**config.mk**
```make
export PLATFORM = sky130hd
export DESIGN_NAME = jts16_obj_draw_zoom
export DESIGN_NICKNAME = d
export VERILOG_FILES = /design/src/rtl/jts16_obj_draw_zoom.sv
export SDC_FILE = /design/constraint.sdc
export NUM_CORES = 1
export LEC_CHECK = 0
export BUFFER_PORTS_ARGS = -buffer_cell sky130_fd_sc_hd__buf_2
export CAP_MARGIN = 15
export CORE_MARGIN = 5
export CORE_UTILIZATION = 60
export CTS_BUF_LIST = sky130_fd_sc_hd__clkbuf_8
export DETAILED_ROUTE_END_ITERATION = 8
export PLACE_DENSITY = 0.85
export SLEW_MARGIN = 15
export SYNTH_ARGS = -nofsm -noshare
export SYNTH_HDL_FRONTEND = slang
export SYNTH_SLANG_ARGS = --single-unit
```
**constraint.sdc**
```tcl
create_clock -name clk -period 10.75 [get_ports clk]
set_input_delay 2.15 -clock clk [delete_from_list [all_inputs] [get_ports clk]]
set_output_delay 2.15 -clock clk [all_outputs]
set_load 0.02 [all_outputs]
```
**src/rtl/jts16_obj_draw_zoom.sv**
```systemverilog
// Sprite line drawer: fetches 4-bpp pixel words, applies horizontal shrink/enlarge, writes opaque pixels to the line buffer.
// Latency: first buffer write one cycle after the accepted SDRAM word; up to 2*PPW draw cycles per word.
module jts16_obj_draw_zoom #(
    parameter int DW       = 16,
    parameter int PALW     = 6,
    parameter int AW       = 20,
    parameter int MAXW     = 64,
    parameter int PRIO_MSB = 0
) (
    input  logic              clk,
    input  logic              rst,
    input  logic              hstart,
    input  logic              start,
    output logic              busy,
    input  logic [8:0]        xpos,
    input  logic [AW-1:0]     addr,
    input  logic              hflip,
    input  logic [1:0]        prio,
    input  logic [PALW-1:0]   pal,
    input  logic [5:0]        hzoom,
    output logic              obj_cs,
    output logic [AW-1:0]     obj_addr,
    input  logic              obj_ok,
    input  logic [DW-1:0]     obj_data,
    output logic              bf_we,
    output logic [8:0]        bf_addr,
    output logic [5+PALW:0]   bf_data
);
    localparam int PPW = DW / 4;
    localparam int PIW = $clog2(PPW);
    localparam int WCW = $clog2(MAXW + 1);

    typedef enum logic [1:0] {IDLE, FETCH, DRAW, REPEAT} state_t;

    state_t            state_q, state_d;
    logic              busy_q, busy_d, obj_cs_q, obj_cs_d, bf_we_q, bf_we_d;
    logic [AW-1:0]     obj_addr_q, obj_addr_d;
    logic [8:0]        bf_addr_q, bf_addr_d, col_q, col_d;
    logic [5+PALW:0]   bf_data_q, bf_data_d;
    logic [5:0]        acc_q, acc_d, hzoom_q, hzoom_d;
    logic [WCW-1:0]    wc_q, wc_d;
    logic [PIW-1:0]    pidx_q, pidx_d;
    logic [DW-1:0]     shr_q, shr_d;
    logic              hflip_q, hflip_d, stale_q, stale_d, rep_last_q, rep_last_d;
    logic [1:0]        prio_q, prio_d;
    logic [PALW-1:0]   pal_q, pal_d;
    logic [3:0]        rep_pxl_q, rep_pxl_d;

    logic [3:0]        pxl, end_pxl;
    logic [6:0]        sum;
    logic              word_done;

    always_comb begin
        state_d    = state_q;
        busy_d     = busy_q;
        obj_cs_d   = obj_cs_q;
        obj_addr_d = obj_addr_q;
        bf_we_d    = 1'b0;
        bf_addr_d  = bf_addr_q;
        bf_data_d  = bf_data_q;
        col_d      = col_q;
        acc_d      = acc_q;
        hzoom_d    = hzoom_q;
        wc_d       = wc_q;
        pidx_d     = pidx_q;
        shr_d      = shr_q;
        hflip_d    = hflip_q;
        stale_d    = stale_q;
        rep_last_d = rep_last_q;
        prio_d     = prio_q;
        pal_d      = pal_q;
        rep_pxl_d  = rep_pxl_q;
        word_done  = 1'b0;
        end_pxl    = 4'h0;
        pxl        = hflip_q ? shr_q[3:0] : shr_q[DW-1 -: 4];
        sum        = {1'b0, acc_q} + {2'b00, hzoom_q[4:0]};

        case (state_q)
            IDLE: if (start) begin
                obj_addr_d = addr;
                hflip_d    = hflip;
                prio_d     = prio;
                pal_d      = pal;
                hzoom_d    = hzoom;
                bf_addr_d  = xpos;
                col_d      = xpos;
                acc_d      = {hzoom[3:0], 2'b00};
                wc_d       = '0;
                busy_d     = 1'b1;
                obj_cs_d   = 1'b1;
                stale_d    = 1'b1;
                state_d    = FETCH;
            end
            FETCH: begin
                // obj_ok in the first request cycle belongs to the previous access
                if (stale_q) begin
                    stale_d = 1'b0;
                end else if (obj_ok) begin
                    shr_d    = obj_data;
                    obj_cs_d = 1'b0;
                    wc_d     = wc_q + 1'b1;
                    pidx_d   = '0;
                    state_d  = DRAW;
                end
            end
            DRAW: begin
                acc_d      = sum[5:0];
                shr_d      = hflip_q ? (shr_q >> 4) : (shr_q << 4);
                pidx_d     = pidx_q + 1'b1;
                rep_pxl_d  = pxl;
                rep_last_d = (pidx_q == PIW'(PPW - 1));
                if (hzoom_q[5] || !sum[6]) begin
                    bf_we_d   = (pxl != 4'hF);
                    bf_addr_d = col_q;
                    bf_data_d = (PRIO_MSB != 0) ? {prio_q, pal_q, pxl} : {pal_q, prio_q, pxl};
                    col_d     = col_q + 9'd1;
                end
                if (hzoom_q[5] && sum[6]) begin
                    state_d = REPEAT;
                end else if (pidx_q == PIW'(PPW - 1)) begin
                    word_done = 1'b1;
                    end_pxl   = pxl;
                end
            end
            REPEAT: begin
                bf_we_d   = (rep_pxl_q != 4'hF);
                bf_addr_d = col_q;
                bf_data_d = (PRIO_MSB != 0) ? {prio_q, pal_q, rep_pxl_q} : {pal_q, prio_q, rep_pxl_q};
                col_d     = col_q + 9'd1;
                state_d   = DRAW;
                if (rep_last_q) begin
                    word_done = 1'b1;
                    end_pxl   = rep_pxl_q;
                end
            end
            default: state_d = IDLE;
        endcase

        // A transparent last pixel marks the sprite end; MAXW guards against missing terminators
        if (word_done) begin
            if (end_pxl == 4'hF || wc_q == WCW'(MAXW)) begin
                busy_d  = 1'b0;
                state_d = IDLE;
            end else begin
                obj_addr_d = hflip_q ? obj_addr_q - AW'(1) : obj_addr_q + AW'(1);
                obj_cs_d   = 1'b1;
                stale_d    = 1'b1;
                state_d    = FETCH;
            end
        end

        if (hstart) begin
            state_d  = IDLE;
            busy_d   = 1'b0;
            obj_cs_d = 1'b0;
            bf_we_d  = 1'b0;
        end
    end

    always_ff @(posedge clk or posedge rst) begin
        if (rst) begin
            state_q    <= IDLE;
            busy_q     <= 1'b0;
            obj_cs_q   <= 1'b0;
            obj_addr_q <= '0;
            bf_we_q    <= 1'b0;
            bf_addr_q  <= '0;
            bf_data_q  <= '0;
            col_q      <= '0;
            acc_q      <= '0;
            hzoom_q    <= '0;
            wc_q       <= '0;
            pidx_q     <= '0;
            shr_q      <= '0;
            hflip_q    <= 1'b0;
            stale_q    <= 1'b0;
            rep_last_q <= 1'b0;
            prio_q     <= '0;
            pal_q      <= '0;
            rep_pxl_q  <= '0;
        end else begin
            state_q    <= state_d;
            busy_q     <= busy_d;
            obj_cs_q   <= obj_cs_d;
            obj_addr_q <= obj_addr_d;
            bf_we_q    <= bf_we_d;
            bf_addr_q  <= bf_addr_d;
            bf_data_q  <= bf_data_d;
            col_q      <= col_d;
            acc_q      <= acc_d;
            hzoom_q    <= hzoom_d;
            wc_q       <= wc_d;
            pidx_q     <= pidx_d;
            shr_q      <= shr_d;
            hflip_q    <= hflip_d;
            stale_q    <= stale_d;
            rep_last_q <= rep_last_d;
            prio_q     <= prio_d;
            pal_q      <= pal_d;
            rep_pxl_q  <= rep_pxl_d;
        end
    end

    assign busy     = busy_q;
    assign obj_cs   = obj_cs_q;
    assign obj_addr = obj_addr_q;
    assign bf_we    = bf_we_q;
    assign bf_addr  = bf_addr_q;
    assign bf_data  = bf_data_q;
endmodule

```
=== Word-level counts from Yosys, hierarchy flattened ===
Index checks and enable logic that the tools add are counted.

* $add $sub $neg: 6
* Equal/unequal tests: 16
* Multiplexer cells: 61
* Reduce and logical (&&, ||, !) cells: 17

{| class="wikitable"
|+ Operators with widths
! operator !! count
|-
| $mux 20 || 5
|-
| $pmux 9 s3 || 2
|-
| $mux 16 || 3
|-
| $pmux 16 s2 || 1
|-
| $mux 9 || 3
|-
| $ne 4x4->1 const B || 6
|-
| $pmux 12 s2 || 1
|-
| $mux 7 || 3
|-
| $add 20x1->20 const B || 1
|-
| $mux 1 || 20
|-
| $sub 20x1->20 const B || 1
|-
| $mux 2 || 8
|-
| $mux 4 || 4
|-
| $pmux 7 s2 || 1
|-
| $mux 12 || 1
|-
| $pmux 6 s2 || 1
|-
| $add 9x1->9 const B || 1
|-
| $ne 2x2->1 const B || 4
|-
| $pmux 1 s2 || 4
|-
| $pmux 2 s4 || 1
|-
| $pmux 4 s2 || 1
|-
| $reduce_and 4->1 || 2
|-
| $reduce_bool 2->1 || 4
|-
| $add 6x5->7 || 1
|-
| other kinds (15) || 21
|}

* Flip-flop bits (word level): 107
* Input bits: 65
* Output and inout port bits: 44
* Word-level logic and storage cells: 119

=== Longest topological paths before layout ===
Gate-level depths: netlist of run 1.

* Depth after elaboration: 9
* Mapped depth: 12
* Gate-level depth less buffers: 10

=== Worst setup path after synthesis of run 1 ===
OpenSTA, ideal clock, no wires.

* Kind: in2reg
* Start point: input port start
* End point: register obj_addr_q[11] (netlist: obj_addr[11])
* Setup time: 0.126 ns
* Arrival time: 3.316 ns
* Required time: 10.624 ns
* Slack: 7.308 ns
* Stages: 6
* Path buffers: 3
* Cells stage by stage: and2_1 -> clkbuf_1 -> buf_1 -> clkbuf_1 -> mux2i_1 -> a21oi_1

* Word-level cells in the longest chain between the ends: 4

{| class="wikitable"
|+ RTL lines
! what !! RTL line !! text
|-
| from (decl) || 13 || <nowiki>input logic start,</nowiki>
|-
| $mux 20 (*) || 79 || <nowiki>IDLE: if (start) begin</nowiki>
|-
| $mux 20 (*) || 78 || <nowiki>case (state_q)</nowiki>
|-
| $mux 20 || 141 || <nowiki>if (end_pxl == 4'hF || wc_q == WCW'(MAXW)) begin</nowiki>
|-
| $mux 20 (*) || 140 || <nowiki>if (word_done) begin</nowiki>
|-
| net obj_addr_d[11] || 37 || <nowiki>logic [AW-1:0] obj_addr_q, obj_addr_d;</nowiki>
|-
| to (signal assigned) || 185 || <nowiki>obj_addr_q <= obj_addr_d;</nowiki>
|-
| to (decl) || 37 ||
|}

Mark *: on every way through the listed nets, which the timed path passes. The rest lies on a longest branch.
A chain may end at the register's enable or synchronous reset.

=== Worst setup path after layout of run 1 ===
* Start point: register acc_q[0]
* End point: register obj_addr_q[19] (netlist: obj_addr[19])

* Word-level cells in the longest chain between the ends: 8
* Elaborated cells on any way between the ends: 10
* Classes of those cells: 1 x add/sub; 1 x eq/ne; 6 x mux; 2 x reduce/logical

{| class="wikitable"
|+ RTL lines
! what !! RTL line !! text
|-
| from (decl) || 40 || <nowiki>logic [5:0] acc_q, acc_d, hzoom_q, hzoom_d;</nowiki>
|-
| from (signal assigned) || 170 || <nowiki>acc_q <= '0;</nowiki>
|-
| from (signal assigned) || 190 || <nowiki>acc_q <= acc_d;</nowiki>
|-
| $add 6x5->7 (*) || 76 || <nowiki>sum = {1'b0, acc_q} + {2'b00, hzoom_q[4:0]};</nowiki>
|-
| $logic_and 1x1->1 (*) || 118 || <nowiki>if (hzoom_q[5] && sum[6]) begin</nowiki>
|-
| $mux 4 || 118 ||
|-
| $pmux 4 s2 || 78 ||
|-
| $eq 4x4->1 || 141 ||
|-
| $logic_or 1x1->1 || 141 ||
|-
| $mux 20 || 141 ||
|-
| $mux 20 (*) || 140 ||
|-
| net obj_addr_d[19] || 37 ||
|}

Marks and branches as above.

==> flow_summary.toml, run 1 <==
[sta]
tightest_slew_ps = 1013
skew_ps = 12.37
tns_ps = 0
max_freq_mhz = 279.0
finalSetupViolCount = 0
layout_setup_ws_ps = 7166
post-route-period-util = 0.3334
relSlewSlack = 0.3247
period_needed_ps = 3584
final_hold_viol_count = 0
hold_slack_ps = 492.6
final_max_slew_viol_count = 0
rsz0062_at_grt = "false"

[power_and_ir_drop]
ir_drop_mv = 0.2120
power_density_nw_per_um2 = 342.3
total_leakage_power_nw = 3.277

[logic_synthesis]
syn_inst = 668
synth_edf_count = 0
synth_cell_types = 56
yosys_most_used_dff = "dfrtp_1"
synth_top_cell_area_share = 0.4343
yosysSeqAreaShare = 0.4343
syn_nets = 767
syn_area_um2 = 6165
ys_async_sr_fraction = 1.000
synth.area.top_cells = "dfrtp_1, ha_1, nand2_1, a21oi_1, mux2_2"
synth.avg_cell_area_um2 = 9.229
ys_seq_elements = 107
yosysTopAreaCell = "dfrtp_1"
ys_warn_count = 0

[finish]
antenna_cells = 0
nets = 857
nFillCells = 793
multi_input_area_um2 = 3286
most-common-layout-cells = "buf_2, dfrtp_1, nand2_1"
synthToLayoutAreaGrowth_pct = 12.91
final_layout_size_suffix_gt1_frac = 0.2136
final_common_cell = "buf_2"
regArea_um2 = 2678

[clock_tree]
insertion_delay_ps = 370
cts.sinks = 107
clkTransAtPathRegs_ps = 110
cts_tree = "done"
h-tree-depth = 3
root_buffer = "clkbuf_8"
cts_hold_buf = 0
cts_buffer_depth = 2
cts_resized = 0
cts-buffers-inserted = 9
postCtsSetupBuffers = 0

[route]
routed_wirelength_um = 13940
drt_iter0_drc = 338
wl_per_cell_um = 15.50
drcViolationCount = 0
via_per_inst = 5.820
ant_nets = 0
dr_total_vias = 5232
first_pass_iters = 5

[critical_path]
arrival_ps = 3880
path_max_fanout = 45
start_kind = "flip-flop"
crit_type = "flip-flop to flip-flop"
worst_setup_path_end_kind = "flip-flop"
cp_data_required_time_ps = 11040

[placed_design]
io_buffers = 108
gp_congestion = 0.8943
dp_slack_ps = 6889
dpl.hpwl_um = 10170

[global_route]
grt_pass1_wl_um = 23760
use_met1 = 0.3038
grt_pass1_vias = 5174
grt_antenna_before_repair = 0
grtUsageMet3 = 0.03587
grt_max_degree = 57
busiest_layer = "met2"
grt_util_all_layers = 0.2266
globalRouteMet2Util = 0.3780
grt_overflow_total = 0

[run]
cap_violations = 0

[floorplanning]
core_area_um2 = 10180
fp.dieW_um = 111.4
rows = 37
dieArea_um2 = 12400
ioPinCount = 109
initial_core_util = 0.6053
fp.dieH_um = 111.4

[min_path]
hold_class = "flip-flop to flip-flop"

[outcome]
status = "complete, no violations"
synthesized netlist by cell type (6+ instances only):
master and number:
a21o_1 9, a21oi_1 63, a31oi_1 10, and3_1 9, buf_2 6, clkbuf_1 22
dfrtp_1 107, ha_1 32, inv_1 22, mux2_2 25, mux2i_1 23, nand2_1 86
nand3_1 15, nor2_1 54, nor3_1 10, o21ai_0 54, o21ai_1 16, o21bai_1 6
xnor2_1 16, xor2_1 7
path summary, 6_finish.rpt:
path                                             start                endpoint  slack [ps]  cells past startpoint
max in group asynchronous                          rst        obj_cs$_DFF_PP0_        7740                      3
worst max-delay path              acc_q[0]$_DFFE_PP0P_  obj_addr[19]$_DFF_PP0_        7170                     10
worst max register to register    acc_q[0]$_DFFE_PP0P_  obj_addr[19]$_DFF_PP0_        7170                     10
worst min-delay path            bf_data[3]$_DFFE_PP0P_  bf_data[3]$_DFFE_PP0P_         490                      2
worst min register to register  bf_data[3]$_DFFE_PP0P_  bf_data[3]$_DFFE_PP0P_         490                      2
min in group asynchronous                          rst  obj_addr[13]$_DFF_PP0_        1880                      2
registers in the layout, indices dropped and copies added (netlist names), 7 cells and up:
name	cells
bf_addr	9
bf_data	12
col_q	9
obj_addr	20
shr_q	16
wc_q	7
through the flow:
stage               power (W)  instance area (um^2)  utilization  instances
floorplan            0.001818                  6165            -        668
global placement     0.002072                  6778       0.6655        883
detailed placement   0.002148                  6778       0.6655        883
CTS                  0.002383                  6953       0.6827        899
global route         0.002596                  6960       0.6834        899
finish               0.002383                  6960       0.6834        899
kinds of logic (layout without fill, tap and decap cells):
kind of cell / count (synthesis) / in the layout / share of synthesized area
mux: 50 / 50 / 0.08666
simple gates: 198 / 198 / 0.1419
fa+ha+maj: 34 / 34 / 0.07144
xor+xnor: 23 / 23 / 0.03268
flops: 107 / 107 / 0.4343
compound gates: 201 / 201 / 0.1983
buf+inv: 55 / 150 / 0.03471
per-layer routing:
layer | vias up | part of all wire | wire [um]
li1 | 2555 | - | -
met1 | 2501 | 0.45 | 6234
met2 | 156 | 0.48 | 6646
met3 | 20 | 0.058 | 810
met4 | 0 | 0.018 | 246
met5 | - | 0 | 0
report_power, final:
| part | switching, W | internal, W |
|---|---|---|
| registers | 0.000152 | 0.000591 |
| logic | 0.000829 | 0.000581 |
| clock network | 0.000144 | 0.0000861 |
| total | 0.00112 | 0.00126 |
worst max-delay path, cell delays in order (launching register included):
cell and delay (ps):
dfrtp_1 400, ha_1 230, fa_1 430, a211oi_1 330
o21bai_1 180, a31oi_1 430, o21ai_1 170, a22o_1 280
nand3_2 600, mux2i_1 190, a211oi_2 250
cell type report:
| class | count | area share |
|---|---|---|
| Clock buffer | 9 | 0.01780 |
| Clock inverter | 7 | 0.007370 |
| Inverter | 23 | 0.01276 |
| Multi-Input combinational cell | 506 | 0.4720 |
| Sequential cell | 107 | 0.3847 |
| Tap cell | 136 | 0.02445 |
| Timing Repair Buffer | 111 | 0.08089 |
Note: power is estimated with default switching activity, not from simulation.
==> run 2, diff against run 1 <==
Settings changed: ABC_AREA set to 1, CORE_UTILIZATION 60 to 53, PLACE_DENSITY 0.85 to 0.79.
Clock period 10.75 ns to 3.24 ns, I/O delays scaled along.
==> run 2 against run 1 <==
Compared with the run above:
- die area grew 17%
- clock-buffer cell count grew 1
- sequential share of layout area decreased by 1.9 points
- setup slack lost 6400 ps
- final cell count is 24% higher
- global-route usage decreased by 1.2 points
- critical path type unchanged
- critical endpoint is now bf_data[0]$_DFFE_PP0P_
- largest cell class unchanged
- largest power group unchanged
==> flow_summary.toml, run 2 <==
[placed_design]
io_buffers = 108
gp_congestion = 0.9068
placed_cells = 1100
dpl.hpwl_um = 11270

[sta]
skew_ps = 5.913
period_needed_ps = 2506
tns_ps = 0
tightest_slew_ps = 812.6
post-route-period-util = 0.7733
relSlewSlack = 0.4572
final_max_slew_viol_count = 0
final_hold_viol_count = 0
rsz0062_at_grt = "false"
max_freq_mhz = 399.1
finalSetupViolCount = 0

[logic_synthesis]
syn_nets = 960
syn_inst = 861
synth.avg_cell_area_um2 = 7.500
synth.area.top_cells = "dfrtp_1, nand2_1, ha_1, o21ai_0, inv_1"
yosysSeqAreaShare = 0.4146
ys_warn_count = 0
ys_top_cells_by_count = "nand2_1, dfrtp_1, inv_1, o21ai_0, nor2_1"
yosysMostFrequentCell = "nand2_1"
syn_area_um2 = 6457
synth_top_cell_area_share = 0.4146
ys_async_sr_fraction = 1.000
yosysTopAreaCell = "dfrtp_1"
yosys_most_used_dff = "dfrtp_1"
ys_seq_elements = 107
synth_edf_count = 0
synth_cell_types = 35

[clock_tree]
cts_resized = 0
cts_tree = "done"
postCtsSetupBuffers = 0
h-tree-depth = 3
cts_buffer_depth = 2
cts_hold_buf = 0
insertion_delay_ps = 380
cts-buffers-inserted = 9
root_buffer = "clkbuf_8"
cts.sinks = 107
clkTransAtPathRegs_ps = 90

[finish]
largest_reg_flops = 20
antenna_cells = 0
nets = 1063
synthToLayoutAreaGrowth_pct = 13.31
final_common_cell = "nand2_1"
nFillCells = 1120
most-common-layout-cells = "nand2_1, buf_2, dfrtp_1"
final_layout_size_suffix_gt1_frac = 0.1613
final_cells = 1114

[route]
via_per_inst = 5.246
routed_wirelength_um = 15060
wl_per_cell_um = 13.52
drt_iter0_drc = 355
first_pass_iters = 5
dr_total_vias = 5844
drcViolationCount = 0
ant_nets = 0

[floorplanning]
initial_core_util = 0.5399
ioPinCount = 109
dieArea_um2 = 14490
rows = 40
fp.dieW_um = 120.4
core_area_um2 = 11960
fp.dieH_um = 120.4

[critical_path]
path_max_fanout = 17
reg2reg_slack_ps = 730
critPathMaxStageDelay_ps = 440
crit_path_top_delay_cell = "ha_1"
worstRegToRegCells = 10
crit_type = "flip-flop to flip-flop"
rr_startpoint = "state_q[0]$_DFFE_PP0P_"
cp_data_required_time_ps = 3530
critPathTopFamily = "buffers and inverters"
start_kind = "flip-flop"
arrival_ps = 2800
path_buf_inv = 5
reg2reg_to = "bf_data[0]$_DFFE_PP0P_"
worstPathCellList = "inv_1, ha_1, nor2_1, buf_4, clkinv_1, buf_4, nand2_1, inv_1, nor2_1, a31oi_1"
worst_setup_path_end_kind = "flip-flop"

[global_route]
grt_max_degree = 52
grt_overflow_total = 0
grt_antenna_before_repair = 0
grt_pass1_vias = 5522
grt_util_all_layers = 0.2148
grt_pass1_wl_um = 25520

[power_and_ir_drop]
total_leakage_power_nw = 3.869
ir_drop_mv = 0.5774
power_density_nw_per_um2 = 1058

[outcome]
status = "complete, no violations"

[run]
cap_violations = 0

[min_path]
hold_class = "input port to asynchronous set/reset pin"
[run 2: routing by layer]
metal	share of wire	wire, um	track usage	up-vias
met5	0	0	0	-
met4	0.010	150	0.04816	0
met3	0.050	754	0.04958	11
met2	0.46	6863	0.3440	133
met1	0.48	7287	0.2987	2678
li1	-	-	-	3022
[run 2: kinds of logic (layout without fill, tap and decap cells)]
logic type / Yosys count / in the layout / share of synthesized area
and+or+nand+nor: 430 / 430 / 0.2707
DFF: 107 / 107 / 0.4146
AOI/OAI and AO/OA: 166 / 166 / 0.1496
xor gates and xnor gates: 23 / 23 / 0.03120
adders and majority gates: 34 / 34 / 0.06820
buffers and inverters: 101 / 207 / 0.06568
[run 2: per-stage QoR]
stage               total power [W]  hold WS (ps)  area [um^2]    util  setup WS, ps
global placement           0.006864         450.7         7134  0.5964         862.5
CTS                        0.007778         426.5         7317  0.6117         713.9
global route               0.008535         433.1         7317  0.6117         467.0
floorplan                  0.005830         442.2         6461       -         876.8
detailed placement         0.006933         454.8         7134  0.5964         731.5
finish                     0.007740         396.1         7317  0.6117         734.4
[run 2: where the power goes]
group	total (W)	internal [W]	leakage, nW	switching [W]
Combinational	0.00455	0.00159	2.46	0.00296
Clock	0.000810	0.000365	0.0968	0.000445
Sequential	0.00238	0.00194	1.31	0.000447
[run 2: area by class of cell]
cell class              count  area (um^2)  share of cell area
clock buffers              10        137.6             0.01881
clock inverters             4        45.04            0.006156
inverters                  74        281.5             0.03847
multi-input cells         653         3356              0.4586
flip-flops and latches    107         2678              0.3659
well taps                 147        183.9             0.02514
repair buffers            119        635.6             0.08687
[run 2: worst max-delay path by stage]
stage                                      start                endpoint  slack [ps]  cells after the start
after floorplan              hflip_q$_DFFE_PP0P_  obj_addr[16]$_DFF_PP0_         880                     11
after global placement      acc_q[0]$_DFFE_PP0P_       stale_q$_DFF_PP0_         860                     11
after detailed placement  state_q[0]$_DFFE_PP0P_  bf_data[0]$_DFFE_PP0P_         730                     10
after CTS                 state_q[0]$_DFFE_PP0P_  bf_data[0]$_DFFE_PP0P_         710                     10
after global routing      state_q[0]$_DFFE_PP0P_  bf_data[0]$_DFFE_PP0P_         470                     10
final                     state_q[0]$_DFFE_PP0P_  bf_data[0]$_DFFE_PP0P_         730                     10
==> run 3, diff against run 2 <==
Clock period 3.24 ns to 2.02 ns, I/O delays scaled along.
==> run 3 against run 2 <==
Compared with the run above:
- the flow now finishes with violations (setup timing)
- fmax rose by 15%
- worst hold slack worse by 330 ps
- core utilization rose by 12 points
- clock-buffer cell count is the same
- register-to-register slack got worse by 890 ps
- routed wire length up 31%
- via count increased by 15%
- sequential power increased by 66%
- largest cell class unchanged
- largest power group unchanged
==> flow_summary.toml, run 3 (synthesized netlist as in run 2, its figures left out) <==
[clock_tree]
h-tree-depth = 3
cts_tree = "done"
cts_hold_buf = 0
cts.sinks = 107
clkTransAtPathRegs_ps = 100
cts-buffers-inserted = 9
root_buffer = "clkbuf_8"
insertion_delay_ps = 380
cts_buffer_depth = 2

[critical_path]
critPathMaxStageDelay_ps = 510
worst_setup_path_end_kind = "flip-flop"
critPathTopFamily = "flip-flops"
worstRegToRegCells = 10
path_max_fanout = 11
crit_type = "flip-flop to flip-flop"
crit_path_frequent_cell = "nand2_1"
arrival_ps = 2500
crit_path_top_delay_cell = "dfrtp_4"
worstPathCellList = "buf_12, ha_2, nand2_1, o21ai_1, a21o_1, nand2_1, nand3_1, xor2_1, nand2_1, nand2_1"
cp_data_required_time_ps = 2340
path_buf_inv = 1
start_kind = "flip-flop"
cp.depth = 10

[sta]
finalSetupViolCount = 22
max_freq_mhz = 459.2
hold_slack_ps = 69.37
post-route-period-util = 1.078
layout_setup_ws_ps = -157.7
period_needed_ps = 2178
skew_ps = 9.483
relSlewSlack = 0.6211
final_hold_viol_count = 0
final_max_slew_viol_count = 0
rsz0062_at_grt = "true"
tightest_slew_ps = 567.2

[outcome]
status = "finished, violations left"
violations = "setup timing"

[finish]
antenna_cells = 0
synthToLayoutAreaGrowth_pct = 35.61
nets = 1150
most-common-layout-cells = "nand2_1, buf_2, dfrtp_1"
final_util = 0.7321
largest_reg_flops = 20
final_common_cell = "nand2_1"
final_layout_size_suffix_gt1_frac = 0.3194

[global_route]
grt_pass1_wl_um = 28470
grt_pass1_vias = 6179
grt_util_all_layers = 0.2390
grt_max_degree = 45
grt_overflow_total = 0
grt_antenna_before_repair = 0

[floorplanning]
rows = 40
fp.dieW_um = 120.4
fp.dieH_um = 120.4
ioPinCount = 109
core_area_um2 = 11960
initial_core_util = 0.5399
dieArea_um2 = 14490

[power_and_ir_drop]
power_density_nw_per_um2 = 1875
p_switching_w = 0.007891
seq_power_share = 0.240
power.share.clock = 0.081
total_leakage_power_nw = 4.438
swShare = 0.4805
p_total_w = 0.01642
ir_drop_mv = 1.269
internal-power_w = 0.008530
pwr-share-comb = 0.679

[min_path]
hold_class = "input port to asynchronous set/reset pin"

[route]
via_per_inst = 5.579
dr_total_vias = 6706
ant_nets = 0
drcViolationCount = 0
first_pass_iters = 5
wl_per_cell_um = 16.41
routed_wirelength_um = 19720
drt_iter0_drc = 517

[run]
cap_violations = 0

[placed_design]
dp_slack_ps = -110.9
gp_congestion = 0.9408
dpl.hpwl_um = 12020
io_buffers = 108
[run 3: path summary, 6_finish.rpt]
path,startpoint,to,slack (ps)
worst max-delay path,hflip_q$_DFFE_PP0P_,obj_addr[17]$_DFF_PP0_,-160
worst min-delay path,rst,bf_addr[4]$_DFFE_PP0P_,70
worst max register to register,hflip_q$_DFFE_PP0P_,obj_addr[17]$_DFF_PP0_,-160
worst min register to register,pal_q[2]$_DFFE_PP0P_,bf_data[8]$_DFFE_PP0P_,470
max in group asynchronous,rst,acc_q[0]$_DFFE_PP0P_,1310
min in group clk,hzoom[4],hzoom_q[4]$_DFFE_PP0P_,220
[run 3: routing by layer]
metal,up-vias,GRT usage,part of all wire
li1,3192,-,-
met1,3138,0.3181,0.41
met2,309,0.3964,0.49
met3,67,0.04303,0.070
met4,0,0.07790,0.031
met5,-,0,0
[run 3: area by class of cell]
class | count | area (um^2)
Multi-Input combinational cell | 653 | 3895
Fill cell | 854 | 3204
Sequential cell | 107 | 2681
Timing Repair Buffer | 205 | 1498
Inverter | 74 | 297.8
Tap cell | 147 | 183.9
Clock buffer | 10 | 137.6
Clock inverter | 5 | 56.30
Timing Repair inverter | 1 | 7.507
[run 3: what timing repair did]
| item | CTS | global route |
|---|---|---|
| pin swaps | 11 | 11 |
| setup endpoints to repair | 28 | 77 |
| cloned | 2 | 8 |
| gates resized for setup | 49 | 82 |
| buffers inserted | 11 | 7 |
[run 3: stage by stage]
stage	TNS (ps)	std cells	area, um^2
finish	-1867	1202	8757
global route	-4676	1202	8757
CTS	-149.0	1189	8229
detailed placement	-1410	1161	7650
global placement	-486.4	1161	7650
floorplan	0	861	6469
[run 3: power by group through the flow]
stage / clock network (W) / logic, W / registers, W
floorplan: 0 / 0.00516 / 0.00421
global placement: 0 / 0.00852 / 0.00384
detailed placement: 0 / 0.00871 / 0.00388
CTS: 0.00136 / 0.00940 / 0.00385
global route: 0.00144 / 0.0121 / 0.00404
finish: 0.00134 / 0.0111 / 0.00394
